<file path="config.mk">
export PLATFORM = sky130hd
export DESIGN_NAME = if_fetch_q
export DESIGN_NICKNAME = d
export VERILOG_FILES = /design/src/rtl/if_pkg.sv /design/src/rtl/inst_fifo.sv /design/src/rtl/if_fetch_q.sv
export SDC_FILE = /design/constraint.sdc
export NUM_CORES = 1
export LEC_CHECK = 0
export CORE_MARGIN = 2
export CORE_UTILIZATION = 55
export CTS_CLUSTER_DIAMETER = 80
export DETAILED_ROUTE_END_ITERATION = 7
export PLACE_DENSITY = 0.89
export SYNTH_ARGS = -nofsm -noshare
export SYNTH_HDL_FRONTEND = slang
export SYNTH_HIERARCHICAL = 1
export SYNTH_SLANG_ARGS = --single-unit
</file>
<file path="constraint.sdc">
create_clock -name CLK -period 8.9 [get_ports CLK]
set_input_delay 0.89 -clock CLK [delete_from_list [all_inputs] [get_ports CLK]]
set_output_delay 0.89 -clock CLK [all_outputs]
set_load 0.03 [all_outputs]
</file>
<file path="src/rtl/if_pkg.sv">
// Shared definitions for the instruction-fetch queue: FSM encoding and default sizing.
package if_pkg;

  typedef enum logic [1:0] {
    S_FETCH   = 2'd0,
    S_WAIT    = 2'd1,
    S_DISCARD = 2'd2
  } fetch_state_e;

  localparam int unsigned IF_DEPTH    = 4;
  localparam logic [31:0] IF_RESET_PC = 32'hBFC0_0000;

endpackage

</file>
<file path="src/rtl/inst_fifo.sv">
// Synchronous FIFO holding fetched {pc, instruction} pairs; flush empties it in one cycle.
module inst_fifo
  import if_pkg::*;
#(
  parameter int unsigned WIDTH = 64,
  parameter int unsigned DEPTH = IF_DEPTH,
  localparam int unsigned PTR_W = $clog2(DEPTH),
  localparam int unsigned CNT_W = $clog2(DEPTH + 1)
) (
  input  logic             clk,
  input  logic             rst_n,
  input  logic             i_push,
  input  logic [WIDTH-1:0] i_wdata,
  input  logic             i_pop,
  input  logic             i_flush,
  output logic [WIDTH-1:0] o_rdata,
  output logic [CNT_W-1:0] o_count
);

  logic [WIDTH-1:0] r_mem [DEPTH];
  logic [PTR_W-1:0] r_wr_ptr;
  logic [PTR_W-1:0] r_rd_ptr;
  logic [CNT_W-1:0] r_count;
  logic             w_do_push;
  logic             w_do_pop;

  assign w_do_pop  = i_pop && (r_count != '0);
  assign w_do_push = i_push && ((r_count != CNT_W'(DEPTH)) || w_do_pop);

  // NOTE: the storage array is deliberately not reset; only pointers and count
  // define validity, and leaving the array reset-free keeps it mappable to RAM.
  always_ff @(posedge clk) begin
    if (w_do_push && !i_flush) r_mem[r_wr_ptr] <= i_wdata;
  end

  always_ff @(posedge clk or negedge rst_n) begin
    if (!rst_n) begin
      r_wr_ptr <= '0;
      r_rd_ptr <= '0;
      r_count  <= '0;
    end else if (i_flush) begin
      r_wr_ptr <= '0;
      r_rd_ptr <= '0;
      r_count  <= '0;
    end else begin
      if (w_do_push) r_wr_ptr <= r_wr_ptr + PTR_W'(1);
      if (w_do_pop)  r_rd_ptr <= r_rd_ptr + PTR_W'(1);
      if (w_do_push && !w_do_pop)      r_count <= r_count + CNT_W'(1);
      else if (!w_do_push && w_do_pop) r_count <= r_count - CNT_W'(1);
    end
  end

  assign o_rdata = r_mem[r_rd_ptr];
  assign o_count = r_count;

endmodule

</file>
<file path="src/rtl/if_fetch_q.sv">
// Instruction fetch front end: issues one SRAM read at a time and queues the results for decode.
module if_fetch_q
  import if_pkg::*;
#(
  parameter int unsigned       ADDR_W   = 32,
  parameter int unsigned       DATA_W   = 32,
  parameter int unsigned       DEPTH    = IF_DEPTH,
  parameter logic [ADDR_W-1:0] RESET_PC = ADDR_W'(IF_RESET_PC)
) (
  input  logic              CLK,
  input  logic              RST,
  input  logic              REDIRECT_VALID,
  input  logic [ADDR_W-1:0] REDIRECT_PC,
  output logic              SRAM_INST_CE,
  output logic [ADDR_W-1:0] SRAM_INST_VADDR,
  input  logic              SRAM_INST_GNT,
  input  logic              SRAM_INST_RVALID,
  input  logic [DATA_W-1:0] SRAM_INST_RDATA,
  output logic              INST_VALID,
  input  logic              INST_READY,
  output logic [ADDR_W-1:0] INST_PC,
  output logic [DATA_W-1:0] INST_DATA
);

  localparam int unsigned CNT_W = $clog2(DEPTH + 1);

  fetch_state_e               r_state;
  fetch_state_e               w_next_state;
  logic [ADDR_W-1:0]          r_fetch_pc;
  logic [ADDR_W-1:0]          w_next_pc;
  logic [ADDR_W-1:0]          r_inflight_pc;
  logic [ADDR_W-1:0]          w_redirect_pc;
  logic                       w_capture;
  logic                       w_push;
  logic                       w_pop;
  logic [CNT_W-1:0]           w_count;
  logic [ADDR_W+DATA_W-1:0]   w_head;
  logic                       w_unused_redirect_lsb;

  assign w_redirect_pc         = {REDIRECT_PC[ADDR_W-1:2], 2'b00};
  assign w_unused_redirect_lsb = ^REDIRECT_PC[1:0];

  // RST gates CE so no request escapes while reset is held, even though state already reads FETCH.
  assign SRAM_INST_CE    = RST && (r_state == S_FETCH) && (w_count < CNT_W'(DEPTH));
  assign SRAM_INST_VADDR = r_fetch_pc;

  assign INST_VALID = (w_count != '0);
  assign INST_PC    = w_head[ADDR_W+DATA_W-1:DATA_W];
  assign INST_DATA  = w_head[DATA_W-1:0];
  assign w_pop      = INST_VALID && INST_READY;

  // NOTE: every output of this block gets a default first so no path leaves one
  // unassigned, which would otherwise infer a latch.
  always_comb begin
    w_next_state = r_state;
    w_next_pc    = r_fetch_pc;
    w_capture    = 1'b0;
    w_push       = 1'b0;
    case (r_state)
      S_FETCH: begin
        if (SRAM_INST_CE && SRAM_INST_GNT) begin
          w_capture    = 1'b1;
          w_next_pc    = r_fetch_pc + ADDR_W'(4);
          w_next_state = REDIRECT_VALID ? S_DISCARD : S_WAIT;
        end
      end
      S_WAIT: begin
        if (SRAM_INST_RVALID) begin
          w_push       = !REDIRECT_VALID;
          w_next_state = S_FETCH;
        end else if (REDIRECT_VALID) begin
          w_next_state = S_DISCARD;
        end
      end
      S_DISCARD: begin
        if (SRAM_INST_RVALID) w_next_state = S_FETCH;
      end
      default: w_next_state = S_FETCH;
    endcase
    if (REDIRECT_VALID) w_next_pc = w_redirect_pc;
  end

  // NOTE: state registers use non-blocking assignments so every flop samples
  // pre-edge values regardless of block evaluation order.
  always_ff @(posedge CLK or negedge RST) begin
    if (!RST) begin
      r_state       <= S_FETCH;
      r_fetch_pc    <= RESET_PC;
      r_inflight_pc <= '0;
    end else begin
      r_state    <= w_next_state;
      r_fetch_pc <= w_next_pc;
      if (w_capture) r_inflight_pc <= r_fetch_pc;
    end
  end

  inst_fifo #(
    .WIDTH (ADDR_W + DATA_W),
    .DEPTH (DEPTH)
  ) u_fifo (
    .clk     (CLK),
    .rst_n   (RST),
    .i_push  (w_push),
    .i_wdata ({r_inflight_pc, SRAM_INST_RDATA}),
    .i_pop   (w_pop),
    .i_flush (REDIRECT_VALID),
    .o_rdata (w_head),
    .o_count (w_count)
  );

endmodule

</file>
Yosys cells after proc, flatten, opt, wreduce, memory -nomap -nowiden --
Memory sizes are Yosys's and may differ from the RTL's. Cells that the tools add are included.
Word-level totals: register bits after elaboration 73, RAM bits 256, input port bits 70, output and inout port bits 98, logic and storage cells 63, memories kept 1
Memory list:
- u_fifo.r_mem | depth 4, width 64, read ports 1, clocked after memory_dff 0, wr ports 1, RTL line inst_fifo.sv:20 | logic [WIDTH-1:0] r_mem [DEPTH];
Cells by class: add/sub/neg operators 5, order comparisons 1, equality and inequality tests 6, multiplexer cells 22, reduce and logical (&&, ||, !) cells 22
Operators with widths (number):
- 2-to-1 mux 32 bit | 3
- adder 32 x 3 -> 32 bit, second input constant | 1
- 2-to-1 mux 2 bit | 9
- logical AND 1 bit | 9
- 2-to-1 mux 3 bit | 3
- nonzero test 2 bit | 4
- 2-to-1 mux 1 bit | 6
- inequality test 3 bit, second input constant | 2
- case mux 2 bit (3 select lines) | 1
- nonzero test 3 bit | 2
- adder 2 x 1 -> 2 bit, second input constant | 2
- adder 3 x 1 -> 3 bit, second input constant | 1
- logical NOT 1 bit | 3
- less-than comparator 3 bit, second input constant | 1
- AND reduction 3 bit | 1
- subtractor 3 x 1 -> 3 bit, second input constant | 1
- == test 2 x 1 -> 1 bit, second input constant | 1
- == test 2 bit, second input constant | 1
- logical NOT 2 bit | 1
- inequality test 2 x 1 -> 1 bit, second input constant | 1
- inequality test 2 bit, second input constant | 1
- AND reduction 2 bit | 1
- logical OR 1 bit | 1

Longest topological paths before layout --
Gate-level depths: netlist of the first run.
word-level depth 10, gate-level depth with buffers 9, depth with buffers taken out 8

By module --
Netlist of the first run, hierarchy kept.
Modules (own cells, without submodules):
- inst_fifo | times used 1, cells an instance 394, area each 9764.4 µm², seq. area each 7862.5 µm²
- if_fetch_q | times used 1, cells an instance 288, area each 3044.2 µm², seq. area each 1562.7 µm²

Worst setup path after synthesis of the first run --
Ideal clock, no wire load.
path kind input to register, start in REDIRECT_VALID, end mem u_fifo.r_mem[0][0] (enable), library setup time 0.578 ns, arrival 6.620 ns, data required time 8.322 ns, setup slack 1.702 ns, cell stages on the path 6, buffers on the path 3, cells stage by stage clkbuf_1 > clkbuf_1 > nor4b_1 > buf_2 > o21ai_0 > nor3b_1
On the way: word-level cells in the longest chain between the ends 7
Ends and longest elaborated chain:
- start, declared | RTL line if_fetch_q.sv:12 | input logic REDIRECT_VALID,
- logical NOT 1 bit | RTL line if_fetch_q.sv:69 | w_push = !REDIRECT_VALID;
- 2-to-1 mux 1 bit | RTL line if_fetch_q.sv:68 | if (SRAM_INST_RVALID) begin
- 2-to-1 mux 1 bit | RTL line if_fetch_q.sv:59 | case (r_state)
- named net w_push | RTL line if_fetch_q.sv:34 | logic w_push;
- logical AND 1 bit | RTL line inst_fifo.sv:28 | assign w_do_push = i_push && ((r_count != CNT_W'(DEPTH)) || w_do_pop);
- logical AND 1 bit | RTL line inst_fifo.sv:33 | if (w_do_push && !i_flush) r_mem[r_wr_ptr] <= i_wdata;
- 2-to-1 mux 1 bit | RTL line inst_fifo.sv:33
- 2-to-1 mux 1 bit (implied by the code) | RTL line inst_fifo.sv:33
- end, declared | RTL line inst_fifo.sv:20
The timed path passes the listed nets, and every way through them passes these cells.

Worst setup path in the final report of the first run --
start reg u_fifo.r_rd_ptr[0], end out INST_DATA[0]
On the way: word-level cells in the longest chain between the ends 1
Ends and longest elaborated chain:
- start, declared | RTL line inst_fifo.sv:22 | logic [PTR_W-1:0] r_rd_ptr;
- start signal, assigned | RTL line inst_fifo.sv:47 | if (w_do_pop) r_rd_ptr <= r_rd_ptr + PTR_W'(1);
- memory read (4 x 64 bit)
- end, declared | RTL line if_fetch_q.sv:22 | output logic [DATA_W-1:0] INST_DATA
Every way passes these cells.

==> results of run 1 <==
-- report_power, final --
part	switching [W]	internal, W
sequential	0.0000780	0.00175
combinational	0.000109	0.000106
clock	0.000546	0.000881
total	0.000733	0.00274
-- how the worst max path moves through the flow --
| stage | startpoint | end | slack (ns) | cells after the start |
|---|---|---|---|---|
| global route | u_fifo/r_rd_ptr[0] | INST_DATA[0] | 4.50 | 3 |
| floorplan | REDIRECT_VALID | u_fifo/r_mem[0][0] | 1.70 | 6 |
| detailed placement | REDIRECT_VALID | u_fifo/r_mem[3][14] | 4.37 | 7 |
| CTS | u_fifo/r_rd_ptr[0] | INST_DATA[0] | 4.64 | 3 |
| finish | u_fifo/r_rd_ptr[0] | INST_DATA[0] | 4.74 | 3 |
| global placement | REDIRECT_VALID | u_fifo/r_mem[3][29] | 4.48 | 7 |
-- cell type report --
type	count	area (um2)	share of cell area, %
Clock inverter	18	163	1.02
Sequential cell	325	9430	59.2
Inverter	8	30.0	0.188
Clock buffer	44	1000	6.29
Tap cell	313	392	2.46
Timing Repair Buffer	172	1700	10.6
Multi-Input combinational cell	321	3220	20.2
-- cell families after synthesis --
family / count (synthesis)
DFF: 325
and+or+nand+nor: 131
muxes: 99
AOI/OAI and AO/OA: 63
buffers and inverters: 45
xor gates and xnor gates: 12
adders and majority gates: 6
other: 1
-- cells in the mapped netlist, types with 2 or more instances --
library cell / count / area, um2
edfxtp_1: 256 / 7690
mux4_2: 64 / 1440
dfrtp_1: 60 / 1500
mux2_2: 31 / 349
nor2_1: 31 / 116
o21ai_0: 22 / 110
a31oi_1: 20 / 125
nand2_1: 20 / 75.1
clkbuf_1: 16 / 60.1
o31ai_1: 13 / 97.6
or4_1: 13 / 97.6
buf_2: 11 / 55.1
nand3_1: 11 / 55.1
nand4_1: 11 / 68.8
xor2_1: 10 / 87.6
dfstp_2: 9 / 236
or3_1: 9 / 56.3
and3_1: 8 / 50.1
buf_4: 8 / 60.1
inv_1: 8 / 30.0
and4_1: 7 / 61.3
ha_1: 5 / 62.6
nor3b_1: 5 / 37.5
nand2b_1: 4 / 25.0
mux2i_1: 3 / 30.0
nor2b_1: 3 / 18.8
nor4b_1: 3 / 26.3
a221oi_1: 2 / 17.5
and2_1: 2 / 12.5
buf_1: 2 / 7.51
nand3b_1: 2 / 15.0
o21a_1: 2 / 15.0
xnor2_1: 2 / 17.5
-- flip-flops by register name, summed over array words and instances, names as in the netlist --
register	cells
r_state	2
u_fifo/o_count	3
u_fifo/r_mem	256
u_fifo/r_rd_ptr	2
u_fifo/r_wr_ptr	2
SRAM_INST_VADDR	30
r_inflight_pc	30
-- per-layer routing --
layer | global-route usage (%) | share of wire (%) | vias up
li1 | - | - | 3117
met1 | 29.3 | 40 | 3607
met2 | 37.5 | 51 | 319
met3 | 4.26 | 7.2 | 38
met4 | 6.20 | 1.7 | 2
met5 | 0 | 0.061 | -
-- through the flow --
step | area [um2] | hold slack [ns] | power, W
floorplan | 12800 | 0.471 | 0.00195
global placement | 14800 | 0.486 | 0.00205
detailed placement | 14800 | 0.498 | 0.00207
CTS | 15900 | 0.512 | 0.00350
global route | 15900 | 0.530 | 0.00358
finish | 15900 | 0.506 | 0.00347
==> impl_results.md, run 1 <==
- Post-synthesis xor/xnor area fraction: 0.821%
- Fin util: roughly 70%
- CTS H-Tree Depth: 2
- Vias post-DR: just over 7000
- Place WS: 4.37 ns
- Mux contribution to synthesized area: 14.3%
- FP Rows: 55
- Post-Syn Area: roughly 13000 um2
- Largest net degree at the start of global routing: between 70 and 80
- Setup TNS: 0 ns
- DP Wirelength: approximately 16000 um
- Critical path class: reg2out
- Yosys reg bits: between 300 and 400
- Layout cell share with drive strength beyond 1: 20.0%
- DP Cell Count: around 1100
- Worst Slack Setup Final: 4.74 ns
- Period utilization: a little under half
- Worst path buffer plus inverter count: 2
- # resized after CTS: 0
- Hold crit path type: in2async
- Pre-antenna DRT Iters: 5
- Minimum clock period: between 4 and 5 ns
- Sequential area share after synthesis: between 70% and 80%
- Maximum fanout along the worst path: 51
- I/O pin count: 168
- Worst EP required: between 8 and 9 ns
- Final net count: between 900 and 1000
- Post-synth ARST share: between 20% and 30%
- Starting density of the core: a little under three fifths
- Post-CTS Repair Setup Buffers: 0
- Number of library cell types mapped by synthesis: 42
- Final Hold Vio Count: 0
- Synthesized instance count: just under 700
- Worst path top cell family by delay: buffers and inverters
- Simple-Gate Fraction of Synth Area: 5.84%
- GPL Wtd Cong: 0.784
- Largest family of logic cells by synthesized area: multiplexers
- Top_reg_cell synth: edfxtp_1
- Cell depth of the worst flop-to-flop path: 5
- Crit-path max cell delay: approximately 0.85 ns
- CP Capture Type: primary output
- Die Span Y: approximately 160 um
- Reg-to-reg slack, setup: roughly 5.3 ns
- Crit path DAT: between 3 and 4 ns
- Worst Skew: 0.0110 ns
- Slew margin rel.: between 30 and 40%
- Synth Warn #: 6
- Maximum clock frequency: 0.240 GHz
- WL final: approximately 26000 um
- Static Leak: between 5 and 6 nW
- Reg2reg end: u_fifo/r_mem[3][10]
- Slowest cell on the critical path: buf_4
- Max_cap viols: 0
- Worst-margin pin slew: between 1 and 1.5 ns
- Worst vdd ir: about 0.00013 V
- Cts bufs inserted: 34
- Startpoint Class: flop
- Chip width: 157 um
- Endpoints failing setup: 0
- Post-CTS Hold Fix Bufs: 0
- Antenna Nets Post-Route: 0
- Slew Limit Fails: 0
- Avg Cell Area, Syn: 18.8 um2
- EDFF count, synth: 256
- Worst skew pair latency: about 0.5 ns
- Outcome: finished, final reports clean
- Commonest cells after routing, fill and taps aside: edfxtp_1, clkdlybuf4s50_1, mux4_2
- CTS tree: built
- Post-synthesis adder-cell area fraction: less than 1%
- Sinks on Clock Net: between 300 and 400
- First-pass GRT wire length: roughly 40000 um
- Root buffer cell: clkbuf_16
- Cell Pwr Density: 218 nW/um2
- Filler cell count: approximately 1400
- Compound-Gate Fraction of Synth Area: 3.09%
- CORE AREA: between 20000 and 25000 um2
- Clock transition at path regs: about 0.060 ns
- Vias/cell: slightly below 6
- Vias in the first global route: ~7300
- P&R area growth vs syn: 24.5%
- DRC violation count after routing: 0
- Diode count: 0
- Drt wl/cell: 21.8 um
- Commonest non-fill, non-tap cell in the layout: edfxtp_1
- Gr usage total: between 20% and 30%
- Largest buffer count on any clock path: 3
- Cell Chain, Critical Path: buf_4 > mux4_2 > clkdlybuf4s50_1
- Violation count after the first detailed-route iteration: 560
- DIE AREA: 24500 um2
- Reg-to-reg startpoint: u_fifo/o_count[2]
- RSZ-0062 raised after global routing: no
- Port-buffer cells: 163
- Initial antenna violation count: 1
- Non-Filler Instances: 1201
- Grt ovf: 0
Power figures use the tool's default switching activity.
==> run 2, diff against run 1 <==
==> constraint.sdc (replaced) <==
create_clock -name CLK -period 4.1 [get_ports CLK]
set_input_delay 0.41 -clock CLK [delete_from_list [all_inputs] [get_ports CLK]]
set_output_delay 0.41 -clock CLK [all_outputs]
set_load 0.03 [all_outputs]
==> run 2 against run 1 <==
Net effect: non-clock buffer count is 9 higher; highest routed layer is now met4; worst hold slack worse by 0.41 ns; global-route usage is 0.83 points lower; sequential power is 120% higher; critical path type unchanged; wire length is 2.7% lower; power is 110% higher; clock-buffer cell count is 2 lower; register-to-register slack worse by 4.3 ns.
==> impl_results.md, run 2 (synthesized netlist as in run 1, its figures left out) <==
- Slew Limit Fails: 0 (unchanged)
- Initial antenna violation count: 0 (-1)
- DRT met1 WL: 10600 um (+0.85%)
- Maximum fanout along the worst path: 32 (-37%)
- Layout cell share with drive strength beyond 1: 19.9% (-0.11 points)
- Post-CTS Repair Setup Buffers: 0 (unchanged)
- Largest Register: u_fifo/r_mem
- CP Capture Type: primary output
- Violation count after the first detailed-route iteration: 497 (-11%)
- DP Wirelength: 16200 um (+3.8%)
- Cts bufs inserted: 31 (-8.8%)
- Clock network fraction of total power: 38.3% (-2.9 points)
- Worst hold slack: 0.0950 ns (-0.411 ns)
- Outcome: finished, final reports clean
- Critical path class: reg2out
- Commonest cells after routing, fill and taps aside: edfxtp_1, clkdlybuf4s50_1, mux4_2
- Chip width: 157 um (unchanged)
- Filler cell count: 1432 (-0.97%)
- Gr usage total: 21.2% (-0.83 points)
- Slew margin rel.: 15.6% (-17 points)
- Setup TNS: 0 ns (unchanged)
- Static Leak: 5.30 nW (-0.13%)
- Largest net degree at the start of global routing: 70 (-1.4%)
- Switching power share of the total: 21.5% (+0.35 points)
- Pre-antenna DRT Iters: 5 (unchanged)
- I/O pin count: 168 (unchanged)
- Max_cap viols: 0 (unchanged)
- Starting density of the core: 56.2% (unchanged)
- # resized after CTS: 0 (unchanged)
- Endpoints failing setup: 0 (unchanged)
- Sequential standard cell area: 9430 um2 (unchanged)
- RSZ-0062 raised after global routing: no
- Top layer in use: met4
- Cell Pwr Density: 452 nW/um2 (+110%)
- Vias/cell: 5.83 (-1.2%)
- Startpoint Class: flop
- DRC violation count after routing: 0 (unchanged)
- Crit-path max cell delay: 0.87 ns (+0.02 ns)
- Dpl cell area: 14900 um2 (+0.71%)
- Worst EP required: 3.69 ns (-4.32 ns)
- Antenna Nets Post-Route: 0 (unchanged)
- Worst path top cell family by delay: buffers and inverters
- Fin area: 15900 um2 (-0.34%)
- Max reg flops: 256 (unchanged)
- Diode count: 0 (unchanged)
- Minimum clock period: about 3.4 ns
- Period utilization: just over 80%
- DIE AREA: 24500 um2 (unchanged)
- Cell Chain, Critical Path: buf_12 > mux4_2 > clkdlybuf4s50_1
- CTS tree: built
- P&R area growth vs syn: 24.0%
- Crit path DAT: 2.98 ns (-0.29 ns)
- Worst vdd ir: 0.000323 V (+160%)
- Clock transition at path regs: 0.06 ns (about the same)
- Met3 WL: 1770 um (-6.3%)
- Worst path buffer plus inverter count: 2 (unchanged)
- Worst-margin pin slew: 1.25 ns (+0.241 ns)
- Psw: 0.00154 W (+110%)
- Footprint of the multi-input gates: 3250 um2 (+0.78%)
- Hold crit path type: in2async
- Grt ovf: 0 (unchanged)
- Commonest non-fill, non-tap cell in the layout: edfxtp_1
- Drt wl/cell: 21.2 um (-3.1%)
- Worst skew pair latency: 0.55 ns (+0.05 ns)
- Vias in the first global route: 7158 (-1.6%)
- FP Rows: 55 (unchanged)
- Port-buffer cells: 163 (unchanged)
- Flop pwr share: 55.2% (+2.6 points)
- Maximum clock frequency: roughly 0.3 GHz
- Power Internal: 0.00564 W (+110%)
- Largest buffer count on any clock path: 3 (unchanged)
- Final net count: 944 (+0.64%)
- GPL Wtd Cong: 0.824 (+5.1%)
- CORE AREA: 22800 um2 (unchanged)
- DR WL met2: 12700 um (-4.9%)
- Die Span Y: 157 um (unchanged)
- Root buffer cell: clkbuf_16
- WL final: 25500 um (-2.7%)
- Sinks on Clock Net: 325 (unchanged)
- Post-CTS Hold Fix Bufs: 0 (unchanged)
- Combinational fraction of design power: 6.5% (+0.3 points)
- Worst Skew: 0.0183 ns (+0.00726 ns)
- Slowest cell on the critical path: dfrtp_4
- First-pass GRT wire length: 39400 um (-2.4%)
- Final Hold Vio Count: 0 (unchanged)
- Vias post-DR: 7026 (-0.80%)
- CTS H-Tree Depth: 1 (-1)
-- run 2: cell types whose count changed in the layout (fill, tap and decap cells not counted), sizes merged --
cell    before  now
buf         10   19
bufinv       3    2
clkinv      14   12
inv          8    9
clkbuf      44   42
-- run 2: through the flow --
stage | std cells | setup slack (ns) | power [W] | util, %
2_1_floorplan | 691 | -0.443 | 0.00423 | -
3_5_place_dp | 1148 | 0.927 | 0.00450 | 65.3
5_1_grt | 1206 | 0.526 | 0.00743 | 69.7
6_report | 1206 | 0.713 | 0.00718 | 69.7
4_1_cts | 1206 | 0.641 | 0.00724 | 69.7
3_3_place_gp | 1148 | 0.957 | 0.00446 | 65.3
-- run 2: power groups by stage --
stage,sequential (W),combinational [W],clock (W)
floorplan,0.00403,0.000201,0
global placement,0.00401,0.000454,0
detailed placement,0.00403,0.000467,0
CTS,0.00396,0.000471,0.00280
global route,0.00399,0.000502,0.00294
finish,0.00397,0.000467,0.00275
-- run 2: final timing paths --
check	cells past startpoint	to	slack, ns	from
worst max-delay path	3	INST_DATA[29]	0.71	u_fifo/r_rd_ptr[0]
worst min-delay path	2	SRAM_INST_VADDR[16]	0.09	RST
worst max register to register	5	u_fifo/r_mem[2][25]	1.04	u_fifo/o_count[2]
worst min register to register	0	u_fifo/r_mem[3][40]	0.51	r_inflight_pc[8]
max in group asynchronous	2	u_fifo/r_rd_ptr[1]	3.34	RST
min in group CLK	3	SRAM_INST_VADDR[29]	0.40	REDIRECT_PC[29]
-- run 2: layer usage --
metal / global-route usage (%) / vias to the layer above
li1: - / 3120
met1: 29.4 / 3590
met2: 35.5 / 279
met3: 3.57 / 37
met4: 5.29 / 0
met5: 0 / -
-- run 2: final cells by class --
type                       count  area share (%)
tap                          313            2.47
clock buffer                  42            5.47
inverter                       8           0.189
sequential                   325            59.4
clock inverter                16           0.858
timing repair buffer         181            11.2
multi-input combinational    321            20.5
==> run 3, diff against run 2 <==
==> constraint.sdc (replaced) <==
create_clock -name CLK -period 3.48 [get_ports CLK]
set_input_delay 0.348 -clock CLK [delete_from_list [all_inputs] [get_ports CLK]]
set_output_delay 0.348 -clock CLK [all_outputs]
set_load 0.03 [all_outputs]
==> run 3 against run 2 <==
Net effect: wire length is 2.8% higher; first-iteration DRC count rose by 17%; die area is the same; final area up 1.1%; worst hold slack got worse by 0.062 ns; register-to-register slack got worse by 0.25 ns; final cell count is essentially flat; global-route usage grew 0.34 points; clock-buffer cell count shrank 4.
==> impl_results.md, run 3 (synthesized netlist as in run 1, its figures left out) <==
- DP Wirelength: 16000 um (-0.93%)
- Vias post-DR: 7017 (-0.13%)
- Worst Slack Setup Final: 0.418 ns (-0.294 ns)
- CTS tree: built
- Initial antenna violation count: 0 (unchanged)
- # resized after CTS: 0 (unchanged)
- Cell Chain, Critical Path: buf_12 > mux4_2 > clkdlybuf4s50_1
- Slew margin rel.: 39.1% (+24 points)
- GPL Wtd Cong: 0.815 (-1.0%)
- RSZ-0062 raised after global routing: no
- CP Capture Type: primary output
- First-pass GRT wire length: 40300 um (+2.3%)
- Largest net degree at the start of global routing: 70 (unchanged)
- Largest Register: u_fifo/r_mem
- Cell Pwr Density: 543 nW/um2 (+20%)
- DIE AREA: 24500 um2 (unchanged)
- Worst skew pair latency: 0.54 ns (about the same)
- Period utilization: around 88%
- Power Total: 0.00871 W (+21%)
- Maximum fanout along the worst path: 31 (-3.1%)
- Post-CTS Repair Setup Buffers: 0 (unchanged)
- Setup TNS: 0 ns (unchanged)
- Pre-antenna DRT Iters: 5 (unchanged)
- Slew Limit Fails: 0 (unchanged)
- Hold crit path type: in2async
- Sinks on Clock Net: 325 (unchanged)
- I/O pin count: 168 (unchanged)
- Largest buffer count on any clock path: 3 (unchanged)
- DP Cell Count: 1150 (+0.17%)
- Worst vdd ir: 0.000271 V (-16%)
- CORE AREA: 22800 um2 (unchanged)
- Clock transition at path regs: 0.06 ns (about the same)
- Final Hold Vio Count: 0 (unchanged)
- Post-CTS Hold Fix Bufs: 0 (unchanged)
- Violation count after the first detailed-route iteration: 582 (+17%)
- Gr usage total: 21.5% (+0.34 points)
- Vias/cell: 5.81 (-0.21%)
- Outcome: finished, final reports clean
- Startpoint Class: flop
- Endpoints failing setup: 0 (unchanged)
- Root buffer cell: clkbuf_16
- Non-Filler Instances: 1207 (+0.083%)
- Footprint of the multi-input gates: 3250 um2 (+0.12%)
- Slowest cell on the critical path: dfrtp_4
- Final net count: 946 (+0.21%)
- Place WS: 0.735 ns (-0.192 ns)
- Worst Skew: 0.0110 ns (-0.00725 ns)
- Vias in the first global route: 7166 (+0.11%)
- Static Leak: 5.34 nW (+0.90%)
- Worst EP required: 3.13 ns (-0.56 ns)
- DRC violation count after routing: 0 (unchanged)
- Starting density of the core: 56.2% (unchanged)
- Antenna Nets Post-Route: 0 (unchanged)
- Filler cell count: 1382 (-3.5%)
- Sequential standard cell area: 9430 um2 (unchanged)
- Minimum clock period: a little over 3 ns
- Worst hold slack: 0.0330 ns (-0.0620 ns)
- CTS H-Tree Depth: 1 (unchanged)
- WL final: 26300 um (+2.8%)
- Chip width: 157 um (unchanged)
- Layout cell share with drive strength beyond 1: 20.9% (+0.98 points)
- Max_cap viols: 0 (unchanged)
- Commonest cells after routing, fill and taps aside: edfxtp_1, clkdlybuf4s50_1, mux4_2
- Max reg flops: 256 (unchanged)
- Grt ovf: 0 (unchanged)
- Worst path buffer plus inverter count: 2 (unchanged)
- Crit-path max cell delay: 0.67 ns (-0.20 ns)
- Worst path top cell family by delay: buffers and inverters
- Commonest non-fill, non-tap cell in the layout: edfxtp_1
- FP Rows: 55 (unchanged)
- Maximum clock frequency: about 0.33 GHz
- Drt wl/cell: 21.7 um (+2.7%)
- Worst-margin pin slew: 0.913 ns (-0.340 ns)
- Port-buffer cells: 163 (unchanged)
- Crit path DAT: 2.71 ns (-0.27 ns)
- Cts bufs inserted: 31 (unchanged)
- Die Span Y: 157 um (unchanged)
- Diode count: 0 (unchanged)
- P&R area growth vs syn: 25.3%
- Critical path class: reg2out
[run 3: area by class of cell]
type,instances,area share (%)
sequential,325,58.8
multi-input combinational,321,20.3
timing repair buffer,183,11.6
clock buffer,38,5.46
tap,313,2.44
clock inverter,19,1.35
inverter,8,0.187
[run 3: metal layers]
| layer | part of all wire [%] | global-route usage (%) |
|---|---|---|
| met5 | 0 | 0 |
| met2 | 50 | 35.9 |
| met1 | 41 | 29.8 |
| met3 | 8.0 | 4.13 |
| met4 | 1.4 | 5.07 |
[run 3: worst paths after layout]
check	from	endpoint	slack [ns]	depth (start not counted)
worst max-delay path	u_fifo/r_rd_ptr[0]	INST_DATA[10]	0.42	3
worst min-delay path	RST	r_inflight_pc[16]	0.03	2
worst max register to register	u_fifo/o_count[2]	u_fifo/o_count[2]	0.79	8
worst min register to register	r_inflight_pc[3]	u_fifo/r_mem[1][35]	0.52	0
max in group asynchronous	RST	u_fifo/r_rd_ptr[1]	2.75	2
min in group CLK	REDIRECT_PC[24]	SRAM_INST_VADDR[24]	0.36	3
[run 3: report_power, final]
group / internal (W) / leakage (nW) / switching, W
Combinational: 0.000278 / 1.72 / 0.000277
Clock: 0.00209 / 0.521 / 0.00139
Sequential: 0.00447 / 3.11 / 0.000201
Total: 0.00684 / 5.34 / 0.00187
[run 3: through the flow]
| step | area (um2) | util, % |
|---|---|---|
| 2_1_floorplan | 12900 | - |
| 3_3_place_gp | 15000 | 65.7 |
| 3_5_place_dp | 15000 | 65.7 |
| 4_1_cts | 16100 | 70.5 |
| 5_1_grt | 16100 | 70.5 |
| 6_report | 16100 | 70.5 |
[run 3: worst register-to-register path: stages (launching register included)]
cell and delay, ns:
dfrtp_1 0.58, or3_1 0.23, and2_1 0.38, o21ai_0 0.19, and3_1 0.23, fa_1 0.40
nor4b_1 0.31, a31oi_1 0.10, a31oi_1 0.19
